## config.mk

```make
export PLATFORM = sky130hd
export DESIGN_NAME = seq_mag_comparator_flat
export DESIGN_NICKNAME = d
export VERILOG_FILES = /design/src/rtl/seq_mag_comparator_pkg.sv /design/src/rtl/seq_mag_comparator_if.sv /design/src/rtl/seq_mag_comparator_digit.sv /design/src/rtl/seq_mag_comparator.sv /design/src/flat_wrapper.sv
export SDC_FILE = /design/constraint.sdc
export NUM_CORES = 1
export LEC_CHECK = 0
export ABC_AREA = 1
export CAP_MARGIN = 20
export CORE_MARGIN = 2
export CORE_UTILIZATION = 41
export CTS_BUF_LIST = sky130_fd_sc_hd__clkbuf_2 sky130_fd_sc_hd__clkbuf_4 sky130_fd_sc_hd__clkbuf_8
export DETAILED_ROUTE_END_ITERATION = 8
export PLACE_DENSITY = 0.68
export SKIP_CTS_REPAIR_TIMING = 1
export SLEW_MARGIN = 25
export SYNTH_ARGS = -nofsm -noshare
export SYNTH_HDL_FRONTEND = slang
export SYNTH_SLANG_ARGS = --single-unit
export TNS_END_PERCENT = 10
```

## constraint.sdc

```tcl
create_clock -name clk -period 1.56 [get_ports clk]
set_input_delay 0.312 -clock clk [delete_from_list [all_inputs] [get_ports clk]]
set_output_delay 0.312 -clock clk [all_outputs]
set_load 0.01 [all_outputs]
```

## src/rtl/seq_mag_comparator_pkg.sv

```systemverilog
// Shared types for the sequential magnitude comparator: FSM state encoding,
// one-hot {gt,eq,lt} result encoding and the digit-to-result helper.
package seq_mag_comparator_pkg;

   typedef enum logic [1:0] {
      ST_IDLE = 2'd0,
      ST_RUN  = 2'd1,
      ST_DONE = 2'd2
   } state_e;

   typedef struct packed {
      logic gt;
      logic eq;
      logic lt;
   } cmp_res_t;

   localparam cmp_res_t RES_NONE = 3'b000;
   localparam cmp_res_t RES_GT   = 3'b100;
   localparam cmp_res_t RES_EQ   = 3'b010;
   localparam cmp_res_t RES_LT   = 3'b001;

   // A digit that is neither greater nor less means every digit so far matched.
   function automatic cmp_res_t res_from_digit(input logic d_gt, input logic d_lt);
      if (d_gt) return RES_GT;
      if (d_lt) return RES_LT;
      return RES_EQ;
   endfunction

endpackage

```

## src/rtl/seq_mag_comparator_if.sv

```systemverilog
// Operand/result handshake bundle for seq_mag_comparator.
// master = producer/consumer side, slave = comparator side.
interface seq_mag_comparator_if #(
   parameter int unsigned WIDTH = 8,
   parameter int unsigned DIGIT = 2
);
   localparam int unsigned CW = $clog2(WIDTH / DIGIT + 1);

   logic             in_valid;
   logic             in_ready;
   logic [WIDTH-1:0] a;
   logic [WIDTH-1:0] b;
   logic             signed_mode;
   logic             out_valid;
   logic             out_ready;
   logic             gt;
   logic             eq;
   logic             lt;
   logic [CW-1:0]    cycles;

   modport master (
      output in_valid, a, b, signed_mode, out_ready,
      input  in_ready, out_valid, gt, eq, lt, cycles
   );

   modport slave (
      input  in_valid, a, b, signed_mode, out_ready,
      output in_ready, out_valid, gt, eq, lt, cycles
   );

endinterface

```

## src/rtl/seq_mag_comparator_digit.sv

```systemverilog
// Combinational compare of one DIGIT-bit slice pair.
module seq_mag_comparator_digit #(
   parameter int unsigned DIGIT = 2
) (
   input  logic [DIGIT-1:0] x,
   input  logic [DIGIT-1:0] y,
   output logic             d_gt,
   output logic             d_lt
);

   assign d_gt = (x > y);
   assign d_lt = (x < y);

endmodule

```

## src/rtl/seq_mag_comparator.sv

```systemverilog
// Handshaked magnitude comparator: walks the operands DIGIT bits per cycle from
// the MSB and stops at the first differing digit. Signed mode biases the MSBs.
module seq_mag_comparator
   import seq_mag_comparator_pkg::*;
#(
   parameter int unsigned WIDTH = 8,
   parameter int unsigned DIGIT = 2
) (
   input  logic                 clk,
   input  logic                 rst_n,
   seq_mag_comparator_if.slave  bus
);

   localparam int unsigned N  = WIDTH / DIGIT;
   localparam int unsigned CW = $clog2(N + 1);
   localparam logic [WIDTH-1:0] MSB_MASK = {1'b1, {(WIDTH-1){1'b0}}};

   if (WIDTH < 2 || DIGIT == 0 || (WIDTH % DIGIT) != 0) begin : g_bad_params
      $error("seq_mag_comparator: WIDTH must be >= 2 and divisible by DIGIT");
   end

   state_e           state_q, state_d;
   logic             in_ready_q, in_ready_d;
   logic             out_valid_q, out_valid_d;
   cmp_res_t         res_q, res_d;
   logic [CW-1:0]    cycles_q, cycles_d;
   logic [CW-1:0]    k_q, k_d;
   logic [WIDTH-1:0] a_q, a_d;
   logic [WIDTH-1:0] b_q, b_d;

   logic             d_gt;
   logic             d_lt;
   logic             last_digit;
   logic [WIDTH-1:0] sign_flip;

   // Operand regs shift left each RUN cycle, so the current digit is always the top slice.
   seq_mag_comparator_digit #(.DIGIT(DIGIT)) u_digit (
      .x    (a_q[WIDTH-1 -: DIGIT]),
      .y    (b_q[WIDTH-1 -: DIGIT]),
      .d_gt (d_gt),
      .d_lt (d_lt)
   );

   assign last_digit = (k_q == CW'(N - 1));
   assign sign_flip  = bus.signed_mode ? MSB_MASK : '0;

   always_comb begin
      state_d     = state_q;
      in_ready_d  = in_ready_q;
      out_valid_d = out_valid_q;
      res_d       = res_q;
      cycles_d    = cycles_q;
      k_d         = k_q;
      a_d         = a_q;
      b_d         = b_q;

      unique case (state_q)
         ST_IDLE: begin
            in_ready_d = 1'b1;
            if (bus.in_valid && in_ready_q) begin
               a_d        = bus.a ^ sign_flip;
               b_d        = bus.b ^ sign_flip;
               k_d        = '0;
               in_ready_d = 1'b0;
               state_d    = ST_RUN;
            end
         end
         ST_RUN: begin
            if (d_gt || d_lt || last_digit) begin
               res_d       = res_from_digit(d_gt, d_lt);
               cycles_d    = k_q + CW'(1);
               out_valid_d = 1'b1;
               state_d     = ST_DONE;
            end else begin
               a_d = a_q << DIGIT;
               b_d = b_q << DIGIT;
               k_d = k_q + CW'(1);
            end
         end
         ST_DONE: begin
            // Re-open input on the handshake edge so the following IDLE cycle can accept.
            if (bus.out_ready) begin
               out_valid_d = 1'b0;
               in_ready_d  = 1'b1;
               state_d     = ST_IDLE;
            end
         end
         default: begin
            state_d = ST_IDLE;
         end
      endcase
   end

   always_ff @(posedge clk or negedge rst_n) begin
      if (!rst_n) begin
         state_q     <= ST_IDLE;
         in_ready_q  <= 1'b0;
         out_valid_q <= 1'b0;
         res_q       <= RES_NONE;
         cycles_q    <= '0;
         k_q         <= '0;
         a_q         <= '0;
         b_q         <= '0;
      end else begin
         state_q     <= state_d;
         in_ready_q  <= in_ready_d;
         out_valid_q <= out_valid_d;
         res_q       <= res_d;
         cycles_q    <= cycles_d;
         k_q         <= k_d;
         a_q         <= a_d;
         b_q         <= b_d;
      end
   end

   assign bus.in_ready  = in_ready_q;
   assign bus.out_valid = out_valid_q;
   assign bus.gt        = res_q.gt;
   assign bus.eq        = res_q.eq;
   assign bus.lt        = res_q.lt;
   assign bus.cycles    = cycles_q;

endmodule

```

## src/flat_wrapper.sv

```systemverilog
// flat-port wrapper written by rule: the top's interface ports become plain ports
module seq_mag_comparator_flat import seq_mag_comparator_pkg::*;
#(
   parameter int unsigned WIDTH = 8,
   parameter int unsigned DIGIT = 2
)
  (clk, rst_n, bus_in_valid, bus_a, bus_b, bus_signed_mode, bus_out_ready, bus_in_ready, bus_out_valid, bus_gt, bus_eq, bus_lt, bus_cycles);
  seq_mag_comparator_if #(.WIDTH(WIDTH), .DIGIT(DIGIT)) bus_i ();
  input  logic clk;
  input  logic rst_n;
  input wire logic [$bits(bus_i.in_valid)-1:0] bus_in_valid;
  input wire logic [$bits(bus_i.a)-1:0] bus_a;
  input wire logic [$bits(bus_i.b)-1:0] bus_b;
  input wire logic [$bits(bus_i.signed_mode)-1:0] bus_signed_mode;
  input wire logic [$bits(bus_i.out_ready)-1:0] bus_out_ready;
  output wire logic [$bits(bus_i.in_ready)-1:0] bus_in_ready;
  output wire logic [$bits(bus_i.out_valid)-1:0] bus_out_valid;
  output wire logic [$bits(bus_i.gt)-1:0] bus_gt;
  output wire logic [$bits(bus_i.eq)-1:0] bus_eq;
  output wire logic [$bits(bus_i.lt)-1:0] bus_lt;
  output wire logic [$bits(bus_i.cycles)-1:0] bus_cycles;
  assign bus_i.in_valid = bus_in_valid;
  assign bus_i.a = bus_a;
  assign bus_i.b = bus_b;
  assign bus_i.signed_mode = bus_signed_mode;
  assign bus_i.out_ready = bus_out_ready;
  assign bus_in_ready = bus_i.in_ready;
  assign bus_out_valid = bus_i.out_valid;
  assign bus_gt = bus_i.gt;
  assign bus_eq = bus_i.eq;
  assign bus_lt = bus_i.lt;
  assign bus_cycles = bus_i.cycles;
  seq_mag_comparator #(.WIDTH(WIDTH), .DIGIT(DIGIT)) u_core (.clk(clk), .rst_n(rst_n), .bus(bus_i));
endmodule
```

==> impl_metrics.py <==
metrics = {
    "critical_path": {
        "worstPathRequired_ns": 1.25,
        "endpoint_kind": "output pin",
        "critical_path_buf_inv_count": 1,
        "path_class": "reg2out",
        "cpMaxStageDelayCell": "clkdlybuf4s50_1",
        "path_max_fanout": 2,
        "startpoint_type": "flop",
        "cp_top_family": "buffers and inverters",
        "regToRegSetupSlack_ns": 0.07,
        "reg2reg_to": "u_core.b_q[4]",
        "r2r-start": "u_core.a_q[7]",
        "crit_chain": "clkdlybuf4s50_1",
        "worstPathArrival_ns": 1.21,
        "rr_worst_depth": 7,
        "max_stage_delay_ns": 0.53,
    },
    "layout": {
        "multi_input_area_um2": 716.9,
        "nFillCells": 328,
        "seqCellArea_um2": 725.7,
        "diodes": 0,
        "fin_area_mm2": 0.001994,
        "final_layout_size_suffix_gt1_share_pct": 17.86,
        "fin_nets": 249,
        "area_growth_syn_to_layout_pct": 34.63,
    },
    "cts": {
        "path_clk_slew_ns": 0.10,
        "cts_inserted_buffers": 5,
        "htreeDepth": 2,
        "cts_buffer_depth": 2,
        "ctsRootBufferMaster": "clkbuf_4",
        "clk_latency_ns": 0.34,
        "cts_tree": "done",
        "clock_sinks": 29,
    },
    "pwr": {
        "power_density_mw_per_mm2": 1747,
        "max-vdd-ir-drop_mv": 0.6629,
        "p_leak_nw": 1.091,
    },
    "routing": {
        "ant_nets": 0,
        "vias_per_cell": 4.596,
        "routed-via-count": 1241,
        "drc": 0,
        "routedWlPerCell_um": 11.33,
        "drtPass1Iterations": 4,
        "first_iter_violations": 47,
        "routed_wl_mm": 3.058,
    },
    "global_route": {
        "grt_pass1_wl_mm": 5.195,
        "antenna_found_initial": 0,
        "grt_pass1_vias": 1221,
        "grt_overflow": 0,
        "grt_usage_pct": 16.60,
        "grt_max_degree": 30,
    },
    "synth": {
        "async_flop_share_pct": 100.0,
        "synth_common_cells": "93 x nand2_1, 29 x dfrtp_1, 12 x nand3_1, 11 x nand3_2, 9 x inv_1",
        "ys_ff_latch": 29,
        "yosys.area.top_type": "dfrtp_1",
        "synth.avg_cell_area_um2": 8.008,
        "synth_top_area_share_pct": 48.99,
        "syn-cell-area_mm2": 0.001481,
        "yosysWarnings": 0,
        "synth.most_common_cell": "nand2_1",
        "yosys-top-cells-area": "dfrtp_1 49%, nand2_1 24%, nand3_2 7.4%",
        "synth-edff-count": 0,
        "ys_seq_area_share_pct": 48.99,
        "synth_cells": 185,
        "synth_cell_types": 15,
        "syn_nets": 210,
        "dominantRegCellSynth": "dfrtp_1",
    },
    "timing": {
        "finalHoldViolCount": 0,
        "period_share_pct": 97.88,
        "clock.fmax_mhz": 654.9,
        "worst_slack_ns": 0.03310,
        "fin_worst_skew_ns": 0.009726,
        "period_needed_ns": 1.527,
        "drv_slew": 0,
        "rsz0062_at_grt": "yes",
        "setup_tns_ns": 0,
        "finalSetupViolations": 0,
        "worstMarginPinSlew_ns": 0.3744,
        "slew-limit-headroom_pct": 75.04,
    },
    "floorplanning": {
        "rows": 21,
        "die_height_um": 64.11,
        "die_w_um": 64.11,
        "core-area_mm2": 0.003416,
        "ios": 29,
        "dieArea_mm2": 0.004110,
        "initial_core_util_pct": 43.37,
    },
    "placed_design": {
        "pre_cts_slack_ns": -0.03326,
        "gp_congestion": 0.7758,
        "io_buffers": 28,
        "place_area_mm2": 0.001848,
        "dp_hpwl_mm": 2.095,
    },
    "outcome": {
        "status": "complete, no violations",
    },
    "run": {
        "drv_cap": 0,
    },
    "min_path": {
        "hold_class": "in2async",
    },
}
## worst max path at each step
stage | start | end | slack, ns | cells past startpoint
after floorplan | u_core.k_q[0] | u_core.a_q[5] | 0.07 | 8
final | u_core.bus.eq | bus_eq | 0.03 | 1
after global routing | u_core.k_q[0] | u_core.b_q[6] | -0.004 | 7
after global placement | u_core.k_q[0] | u_core.k_q[1] | 0.009 | 7
after detailed placement | u_core.k_q[0] | u_core.k_q[1] | -0.03 | 7
after CTS | u_core.k_q[0] | u_core.k_q[1] | -0.05 | 7
## routing by layer
| layer | share of wire [%] | global-route usage (%) | up-vias |
|---|---|---|---|
| met5 | 0 | 0 | - |
| met3 | 5.0 | 4.577 | 7 |
| met2 | 44 | 27.47 | 30 |
| li1 | - | - | 658 |
| met4 | 1.8 | 7.979 | 0 |
| met1 | 49 | 19.89 | 546 |
## layout make-up
class / count / area share [%]
Sequential cell: 29 / 36.39
Multi-Input combinational cell: 137 / 35.95
Timing Repair Buffer: 40 / 19.64
Clock buffer: 7 / 2.949
Tap cell: 46 / 2.886
Inverter: 11 / 2.196
## report_power, final
group | internal, mW | switching [mW]
clock | 0.230 | 0.260
combinational | 0.758 | 0.979
sequential | 1.07 | 0.188
## stage by stage
| stage | power [mW] | std cells | util [%] | hold WS, ns |
|---|---|---|---|---|
| final | 3.484 | 270 | 58.39 | 0.3629 |
| after detailed placement | 2.818 | 263 | 54.10 | 0.4701 |
| after floorplan | 2.309 | 185 | - | 0.01641 |
| after CTS | 3.312 | 270 | 55.82 | 0.3717 |
| after global routing | 3.796 | 270 | 58.39 | 0.3869 |
| after global placement | 2.786 | 263 | 54.10 | 0.4610 |
## cells in the final DEF (no fill, tap or decap)
master / n
nand2_1: 90
dfrtp_1: 29
clkdlybuf4s50_1: 21
nand3_1: 12
buf_4: 11
nand3_2: 10
inv_1: 9
o21ai_0: 7
dlymetal6s2s_1: 7
nor2_1: 6
clkbuf_4: 6
nand2_2: 3
ha_4: 2
ha_1: 2
nor2_4: 1
inv_2: 1
inv_4: 1
nand3_4: 1
nand2_8: 1
nand2_4: 1
o31ai_1: 1
clkbuf_8: 1
buf_6: 1
## flip-flops by register name, summed over array words and instances (netlist names), 2 cells and up
name               cells
u_core.bus.cycles      3
u_core.state_q         2
u_core.k_q             3
u_core.a_q             8
u_core.b_q             8
## cell families (layout without fill, tap and decap cells)
group / count (synthesis) / in the layout / synth area share [%]
flops: 29 / 29 / 48.99
simple gates: 125 / 125 / 37.67
compound gates: 8 / 8 / 2.872
buf+inv: 19 / 58 / 7.095
fa+ha+maj: 4 / 4 / 3.379
No activity file was read; power rests on OpenSTA's default activity.
